$ cat config.mk
export PLATFORM = sky130hd
export DESIGN_NAME = lut_builder
export DESIGN_NICKNAME = d
export VERILOG_FILES = /design/src/rtl/lut_builder_pkg.sv /design/src/rtl/Signed_Adder.sv /design/src/rtl/lut_builder.sv
export SDC_FILE = /design/constraint.sdc
export NUM_CORES = 1
export LEC_CHECK = 0
export CAP_MARGIN = 5
export CORE_MARGIN = 2
export CORE_UTILIZATION = 25
export DETAILED_ROUTE_END_ITERATION = 10
export PLACE_DENSITY = 0.53
export SYNTH_ARGS = -nofsm -noshare
export SYNTH_HDL_FRONTEND = slang
export SYNTH_HIERARCHICAL = 1
export SYNTH_SLANG_ARGS = --single-unit
$ cat constraint.sdc
create_clock -name clk_i -period 5.1 [get_ports clk_i]
set_input_delay 1.275 -clock clk_i [delete_from_list [all_inputs] [get_ports clk_i]]
set_output_delay 1.275 -clock clk_i [all_outputs]
set_load 0.1 [all_outputs]
$ cat src/rtl/lut_builder_pkg.sv
// lut_builder_pkg: state encoding, entry indices and weight codes shared by the LUT builder and LUT_MUX.
package lut_builder_pkg;
   typedef enum logic [2:0] {
      S_IDLE,
      S_ADD0,
      S_ADD1,
      S_ADD2,
      S_ADD3,
      S_ADD4,
      S_ADD5,
      S_PUB
   } state_t;

   localparam int ENTRY_NUM = 8;

   localparam int E0 = 0;
   localparam int E1 = 1;
   localparam int E2 = 2;
   localparam int E3 = 3;
   localparam int E4 = 4;
   localparam int E5 = 5;
   localparam int E6 = 6;
   localparam int E7 = 7;

   localparam logic [3:0] CODE_E0 = 4'b0001;
   localparam logic [3:0] CODE_E1 = 4'b0010;
   localparam logic [3:0] CODE_E2 = 4'b0100;
   localparam logic [3:0] CODE_E3 = 4'b0111;
   localparam logic [3:0] CODE_E4 = 4'b1000;
   localparam logic [3:0] CODE_E5 = 4'b1101;
   localparam logic [3:0] CODE_E6 = 4'b1110;
   localparam logic [3:0] CODE_E7 = 4'b1111;
endpackage

$ cat src/rtl/Signed_Adder.sv
// Signed_Adder: combinational two's-complement adder, the single shared adder of the LUT builder.
module Signed_Adder #(
   parameter int W = 32
) (
   input  logic signed [W-1:0] a_i,
   input  logic signed [W-1:0] b_i,
   output logic signed [W-1:0] sum_o
);
   assign sum_o = a_i + b_i;
endmodule

$ cat src/rtl/lut_builder.sv
// lut_builder: builds the eight partial-sum LUT entries of one activation group with one shared adder
// and publishes them as a held output bank behind a valid/ready handshake.
module lut_builder
   import lut_builder_pkg::*;
#(
   parameter int ACT_W = 8,
   parameter int LUT_W = 32
) (
   input  logic             clk_i,
   input  logic             rst_n_i,
   input  logic             act_valid_i,
   output logic             act_ready_o,
   input  logic [ACT_W-1:0] act_0_i,
   input  logic [ACT_W-1:0] act_1_i,
   input  logic [ACT_W-1:0] act_2_i,
   input  logic [ACT_W-1:0] act_3_i,
   output logic             lut_valid_o,
   input  logic             lut_ready_i,
   output logic [LUT_W-1:0] lut_0_o,
   output logic [LUT_W-1:0] lut_1_o,
   output logic [LUT_W-1:0] lut_2_o,
   output logic [LUT_W-1:0] lut_3_o,
   output logic [LUT_W-1:0] lut_4_o,
   output logic [LUT_W-1:0] lut_5_o,
   output logic [LUT_W-1:0] lut_6_o,
   output logic [LUT_W-1:0] lut_7_o,
   output logic             busy_o
);
   state_t                  state;
   logic signed [LUT_W-1:0] w [ENTRY_NUM];
   logic signed [LUT_W-1:0] lut_q [ENTRY_NUM];
   logic signed [LUT_W-1:0] tmp, add_a, add_b, sum;

   function automatic logic [LUT_W-1:0] sext(input logic [ACT_W-1:0] a);
      return {{(LUT_W-ACT_W){a[ACT_W-1]}}, a};
   endfunction

   assign act_ready_o = state == S_IDLE;
   assign busy_o      = state != S_IDLE;

   // x3+x2 gets its own slot so one adder suffices; the schedule still ends in S_PUB after six adds.
   always_comb begin
      add_a = state == S_ADD0 ? w[E0] : state == S_ADD2 ? w[E4] : state == S_ADD5 ? w[E6] : tmp;
      add_b = (state == S_ADD0 || state == S_ADD4) ? w[E1] :
              (state == S_ADD1 || state == S_ADD2) ? w[E2] : w[E0];
   end

   Signed_Adder #(.W(LUT_W)) u_add (.a_i(add_a), .b_i(add_b), .sum_o(sum));

   always_ff @(posedge clk_i) begin
      if (!rst_n_i) begin
         state       <= S_IDLE;
         w           <= '{default: '0};
         lut_q       <= '{default: '0};
         tmp         <= '0;
         lut_valid_o <= 1'b0;
      end else begin
         if (lut_valid_o && lut_ready_i) lut_valid_o <= 1'b0;
         case (state)
            S_IDLE: if (act_valid_i) begin
               w[E0] <= sext(act_0_i);
               w[E1] <= sext(act_1_i);
               w[E2] <= sext(act_2_i);
               w[E4] <= sext(act_3_i);
               state <= S_ADD0;
            end
            S_ADD0: begin tmp <= sum; state <= S_ADD1; end
            S_ADD1: begin w[E3] <= sum; state <= S_ADD2; end
            S_ADD2: begin tmp <= sum; state <= S_ADD3; end
            S_ADD3: begin w[E5] <= sum; state <= S_ADD4; end
            S_ADD4: begin w[E6] <= sum; state <= S_ADD5; end
            S_ADD5: begin w[E7] <= sum; state <= S_PUB; end
            S_PUB: if (!lut_valid_o || lut_ready_i) begin
               lut_q       <= w;
               lut_valid_o <= 1'b1;
               state       <= S_IDLE;
            end
            default: state <= S_IDLE;
         endcase
      end
   end

   assign lut_0_o = lut_q[E0];
   assign lut_1_o = lut_q[E1];
   assign lut_2_o = lut_q[E2];
   assign lut_3_o = lut_q[E3];
   assign lut_4_o = lut_q[E4];
   assign lut_5_o = lut_q[E5];
   assign lut_6_o = lut_q[E6];
   assign lut_7_o = lut_q[E7];
endmodule
# Word level (Yosys, flattened, before mapping)
# Cells that the tools add are included.
# Widths: inputs -> output; s select.
word_totals:
  out_inout_bits: 259
  regBits: 356
  wordCells: 51
classes:
  n_addsub: 1
  n_eq_ne: 9
  n_mux: 11
  n_reduce_logical: 11
op_table:
  columns: ["operator", "n"]
  rows:
  - ["$mux 32", 5]
  - ["$add 32x32->32", 1]
  - ["$pmux 3 s8", 1]
  - ["$eq 3x3->1 const B", 4]
  - ["$eq 3x2->1 const B", 2]
  - ["$mux 3", 2]
  - ["$reduce_and 2->1", 3]
  - ["$ne 2x2->1 const B", 2]
  - ["$eq 3x1->1 const B", 1]
  - ["$logic_not 3->1", 1]
  - ["$logic_or 1x1->1", 3]
  - ["$mux 1", 3]
  - ["$reduce_bool 3->1", 1]
  - ["$reduce_or 2->1", 1]
  - ["$logic_and 1x1->1", 1]
  - ["$logic_not 1->1", 1]

# Longest topological paths before layout
logic_depth:
  word_depth: 5
  ltp_mapped: 18
  ltp_nobuf: 15

# Cells and area by module
# The synthesis kept the hierarchy.
by_module_without_submodules:
  columns: ["module", "n_inst", "seq_area_each_um2", "cells_per_inst", "area_each_um2"]
  rows:
  - ["lut_builder", 1, 7126.8, 1756, 14496.4]
  - ["Signed_Adder", 1, 0.0, 221, 1601.5]

# Worst setup path before layout
# Ideal clock, no wire load.
synth_path:
  kind: "register to register"
  from: "register state[2]"
  to: "register tmp[31]"
  stages_incl_launch_ff: 18
  period_less_slack_ps: 4247
  required_time_ps: 5030
  slack_ps: 853
  t_arrival_ps: 4177
  path_cell_list: "dfxtp_1 buf_2 nand2b_1 clkbuf_1 o22ai_1 a21oi_1 ha_1 buf_2 a21o_1 a21o_1 a21oi_1 o21ai_0 a211oi_1 o31ai_1 a21oi_1 xnor2_1 nand2_1 a21oi_1"
synth_between:
  elab_chain_cells: 5
synth_rtl:
  columns: ["item", "line_no", "source"]
  rows:
  - ["from (decl)", "lut_builder.sv:29", "state_t state;"]
  - ["from (signal assigned)", "lut_builder.sv:52", "state <= S_IDLE;"]
  - ["from (signal assigned)", "lut_builder.sv:65", "state <= S_ADD0;"]
  - ["from (signal assigned)", "lut_builder.sv:67", "S_ADD0: begin tmp <= sum; state <= S_ADD1; end"]
  - ["$eq 3x2->1", "lut_builder.sv:45", "(state == S_ADD1 || state == S_ADD2) ? w[E2] : w[E0];"]
  - ["$logic_or 1x1->1", "lut_builder.sv:45", null]
  - ["$mux 32", "lut_builder.sv:45", null]
  - ["$mux 32 *", "lut_builder.sv:44", "add_b = (state == S_ADD0 || state == S_ADD4) ? w[E1] :"]
  - ["named net add_b[10]", "lut_builder.sv:32", "logic signed [LUT_W-1:0] tmp, add_a, add_b, sum;"]
  - ["$add 32x32->32 *", "Signed_Adder.sv:9", "assign sum_o = a_i + b_i;"]
  - ["named net sum[31]", "lut_builder.sv:32", null]
  - ["to (signal assigned)", "lut_builder.sv:55", "tmp <= '0;"]
  - ["to (signal assigned)", "lut_builder.sv:67", null]
  - ["to (signal assigned)", "lut_builder.sv:69", "S_ADD2: begin tmp <= sum; state <= S_ADD3; end"]
  - ["to (decl)", "lut_builder.sv:32", null]
# Mark *: on every way through the listed nets, which the timed path passes. The rest lies on a longest branch.
# A chain may end at the register's enable or synchronous reset.

# Final worst setup path
layout_path:
  from: "register state[2]"
  to: "register w[25] (netlist name)"
layout_between:
  elab_chain_cells: 5
layout_rtl:
  columns: ["item", "line_no", "source"]
  rows:
  - ["$eq 3x3->1", "lut_builder.sv:43", "add_a = state == S_ADD0 ? w[E0] : state == S_ADD2 ? w[E4] : state == S_ADD5 ? w[E6] : tmp;"]
  - ["$mux 32 (2 in a row)", "lut_builder.sv:43", null]
  - ["$mux 32 *", "lut_builder.sv:43", null]
  - ["named net add_a[9]", "lut_builder.sv:32", null]
  - ["$add 32x32->32 *", "Signed_Adder.sv:9", null]
  - ["named net sum[25]", "lut_builder.sv:32", null]
  - ["to (signal, indexed assignment)", "lut_builder.sv:61", "w[E0] <= sext(act_0_i);"]
  - ["to (signal, indexed assignment)", "lut_builder.sv:62", "w[E1] <= sext(act_1_i);"]
  - ["to (signal, indexed assignment)", "lut_builder.sv:63", "w[E2] <= sext(act_2_i);"]
  - ["to (decl)", "lut_builder.sv:30", "logic signed [LUT_W-1:0] w [ENTRY_NUM];"]
# Marks and branches as above.

==> results.md <==
- The net switching power is 0.002299 W.
- The number of max-slew violations in the final report is 0.
- In the synthesized netlist, the number of instances is 1977.
- The total wirelength of the detailed-routed design is 54.67 mm.
- The number of levels in the clock H-tree is 2.
- The number of global-route vias before repair is 13161.
- The total area inside the core boundary comes to 0.06400 mm².
- Adding up every negative setup slack in the final design gives 0 ns.
- The area of the mapped netlist is 0.01610 mm².
- The proportion of layout cells with a drive suffix above 1 is 6.117%.
- The die covers 0.06644 mm².
- The internal power component is 0.005180 W.
- The area growth from synthesis to layout is 27.71%.
- The startpoint class of the critical path is a register.
- The synthesized design spends more area on one cell type than any other, namely dfxtp_1.
- In the synthesized netlist the async set-or-reset flop fraction comes to 0%.
- The number of antenna violations at the first check in global routing is 1.
- The number of placed I/O pins is 295.
- The transition time at the pin with the least slew margin is 1.241 ns.
- The layout filler cell count is 6760.
- Counting flops and latches in the post-synthesis netlist gives 356.
- Before CTS, the worst setup slack after placement is 0.4270 ns.
- The quantity of gates resized following cts is 0.
- The remaining antenna violation count is 0.
- Timing would allow up to 215.4 MHz.
- The HPWL after detailed placement is 38.50 mm.
- The post-CTS setup repair buffer count is 0.
- The tool flagged a number of max-cap violations equal to 0.
- Yosys printed 6 warnings.
- The detailed router finished its first iteration with 996 violations.
- After synthesis, the netlist uses 59 different library cells.
- The routability congestion estimate from global placement is 0.8467.
- In this run the tightest slew margin relative to its limit is 16.66%.
- The combined global-route utilization of all metal layers is 15.94%.
- The worst min-delay path class is register to register.
- For the finished layout, the period the worst path requires is 4.643 ns.
- The CTS tree is yes.
- The final-report hold violation count is 0.
- The worst-path maximum fanout is 22.
- After synthesis, the cell types taking the most area are dfxtp_1 (44%), nand2_1 (16%), mux2i_1 (9.9%), a21oi_1 (6.3%), buf_4 (4.9%).
- The total nets after synthesis is 2045.
- The final layout net count is 2197.
- The final count of negative-setup-slack endpoints is 0.
- After detailed routing, the average wire length per cell comes to 18.14 µm.
- For the final database, setup skew stands at 0.01679 ns.
- In the layout the commonest cells are nand2_1 (684), dfxtp_1 (356), clkdlybuf4s50_1 (293).
- After detailed placement, the total cell area comes to 0.01914 mm².
- The die height is 257.8 µm.
- Averaged over all synthesized cells, the footprint is 8.143 µm².
- Setup repair after global routing left no endpoint under its margin.
- The switching share of total power is 30.74%.
- The arrival time at the worst endpoint is 5.14 ns.
- In the routed layout, each cell is associated on average with a via count of 4.579.
- The first global-routing pass estimated 82.35 mm of wire.
- The power per unit of standard cell area is 363.8 mW/mm².
- The top cell type by area accounts for 44.27% of the synthesized area.
- The maximum count of clock buffers along a single path is 3.
- The remaining routing DRC violations is 0.
- For this run the aggregate overflow at the end of global routing stands at 0.
- The starting density of the core is 25.15%.
- In this run, CTS created clock tree buffers numbering 42.
- The overall power of the completed layout is 0.007479 W.
- The cell leakage power is 6.785 nW.
- The number of input and output port buffers inserted is 294.
- The fraction of the yosys area taken by sequential cells is 44.27%.
- The count of TritonRoute iterations in the first routing pass is 5.
- The flow ran to the end, and the final reports show no timing, DRC or antenna violations.
- The combinational power share is 19.2%.
- Per report_power, the clock group accounts for 41.7% of the total.
- The total instance count after detailed placement is 2940.
- Across the VDD grid, the largest voltage drop is 0.0001947 V.
- The clock-pin slew on the worst setup and hold paths is 0.06 ns.
- Across all setup checks in the final design, the least slack found is 0.4575 ns.
- In the synthesized netlist the dominant register cell turns out to be dfxtp_1.
- The largest net degree at the start of global routing is 127.
- The element type at the critical path end is a register.
- The number of antenna diodes in the final layout is 0.
- The clock latency on the worst-skew pair is 0.58 ns.
- In this run the core area contains 93 standard-cell rows.
- The routed layout has 13797 vias.
- The critical path class is register to register.
- Clock tree synthesis found a total of 356 sinks.
- For this run, the number of standard cells in the final layout without fillers is 3013.
- The worst path uses 91.03% of the clock period.
- The root buffer selected by CTS is clkbuf_16.
- Leaving out fill and tap cells, the most frequent cell in the layout is nand2_1.
- The part of the power in registers is 39.1%.
- The data required time at the worst endpoint is 5.60 ns.
- The cts-stage hold buffer count is 0.
- From left edge to right edge, the die measures 257.8 µm.
- The final non-filler cell area is 0.02056 mm².
- The number of flops mapped to enable cells by yosys is 0.
[layer usage]
metal	part of all wire, %	GRT usage, %	up-vias
li1	-	-	6794
met1	47	22.50	6499
met2	43	23.92	400
met3	6.1	3.190	102
met4	3.4	5.829	2
met5	0.031	0	-
[stage by stage]
step / util, % / hold WS, ns
6_report: 32.12 / 0.4514
5_1_grt: 32.12 / 0.4678
4_1_cts: 32.12 / 0.4561
3_5_place_dp: 29.91 / 0.4457
3_3_place_gp: 29.91 / 0.4448
2_1_floorplan: - / 0.4366
[sequential cells by signal, indices dropped and copies added (netlist names)]
name         cells
state            3
w              160
lut_2_o          8
lut_4_o          8
lut_3_o         32
lut_valid_o      1
lut_5_o         32
lut_1_o          8
tmp             32
lut_7_o         32
lut_6_o         32
lut_0_o          8
[power groups by stage]
stage | Clock [W] | Combinational, W | Sequential, W
2_1_floorplan | 0 | 0.000802 | 0.00296
3_3_place_gp | 0 | 0.00143 | 0.00298
3_5_place_dp | 0 | 0.00143 | 0.00298
4_1_cts | 0.00321 | 0.00144 | 0.00292
5_1_grt | 0.00333 | 0.00155 | 0.00293
6_report | 0.00312 | 0.00144 | 0.00292
[cells in the mapped netlist, drive strengths merged, types with 3 or more instances]
cell	number
a21o	12
o22ai	9
nand2	684
a21boi	3
o31ai	3
or3b	3
xor2	9
o21ai	54
nor2b	6
mux2i	160
ha	31
a31oi	10
o221ai	7
nand4	5
nand2b	8
o211ai	27
a211oi	4
a21oi	202
dfxtp	356
inv	18
o21a	4
nand3	54
xnor2	20
clkbuf	69
nor2	19
and2	3
o21bai	3
buf	166
nor3b	3
nand3b	3
[cells by family (layout without fill, tap and decap cells)]
| family | count (synthesis) | in the layout | share of synthesized area, % |
|---|---|---|---|
| muxes | 161 | 161 | 10.02 |
| xor gates and xnor gates | 29 | 29 | 1.578 |
| and+or+nand+nor | 799 | 799 | 20.03 |
| buffers and inverters | 253 | 434 | 9.171 |
| adders and majority gates | 32 | 32 | 2.534 |
| DFF | 356 | 356 | 44.27 |
| AOI/OAI and AO/OA | 347 | 347 | 12.40 |
[final cells by class]
cell class	count	area (µm²)	share of cell area [%]
Clock buffer	62	1227	5.970
Clock inverter	11	190.2	0.9251
Inverter	18	70.07	0.3408
Multi-Input combinational cell	1368	7521	36.58
Sequential cell	356	7127	34.67
Tap cell	855	1070	5.204
Timing Repair Buffer	343	3353	16.31
[critical path, cell delays in order (launching register included)]
cell and delay, ns:
dfxtp_1 0.80, buf_4 0.31, nor2b_2 0.06, nand2_1 0.42, o211ai_1 0.21, ha_1 0.43
nand2_1 0.17, o21ai_0 0.44, a31oi_1 0.14, o21ai_0 0.28, o31ai_1 0.17, o21ai_0 0.24
xor2_1 0.41, buf_4 0.25, nand2_1 0.12, a21oi_1 0.13
[worst paths after layout]
path	from	endpoint	slack [ns]	depth (start not counted)
setup / recovery	state[2]	w[25]	0.46	15
hold reg to reg	w[70]	lut_5_o[6]	0.45	2
hold / removal	w[70]	lut_5_o[6]	0.45	2
setup reg to reg	state[2]	w[25]	0.46	15
Power figures use the tool's default switching activity.
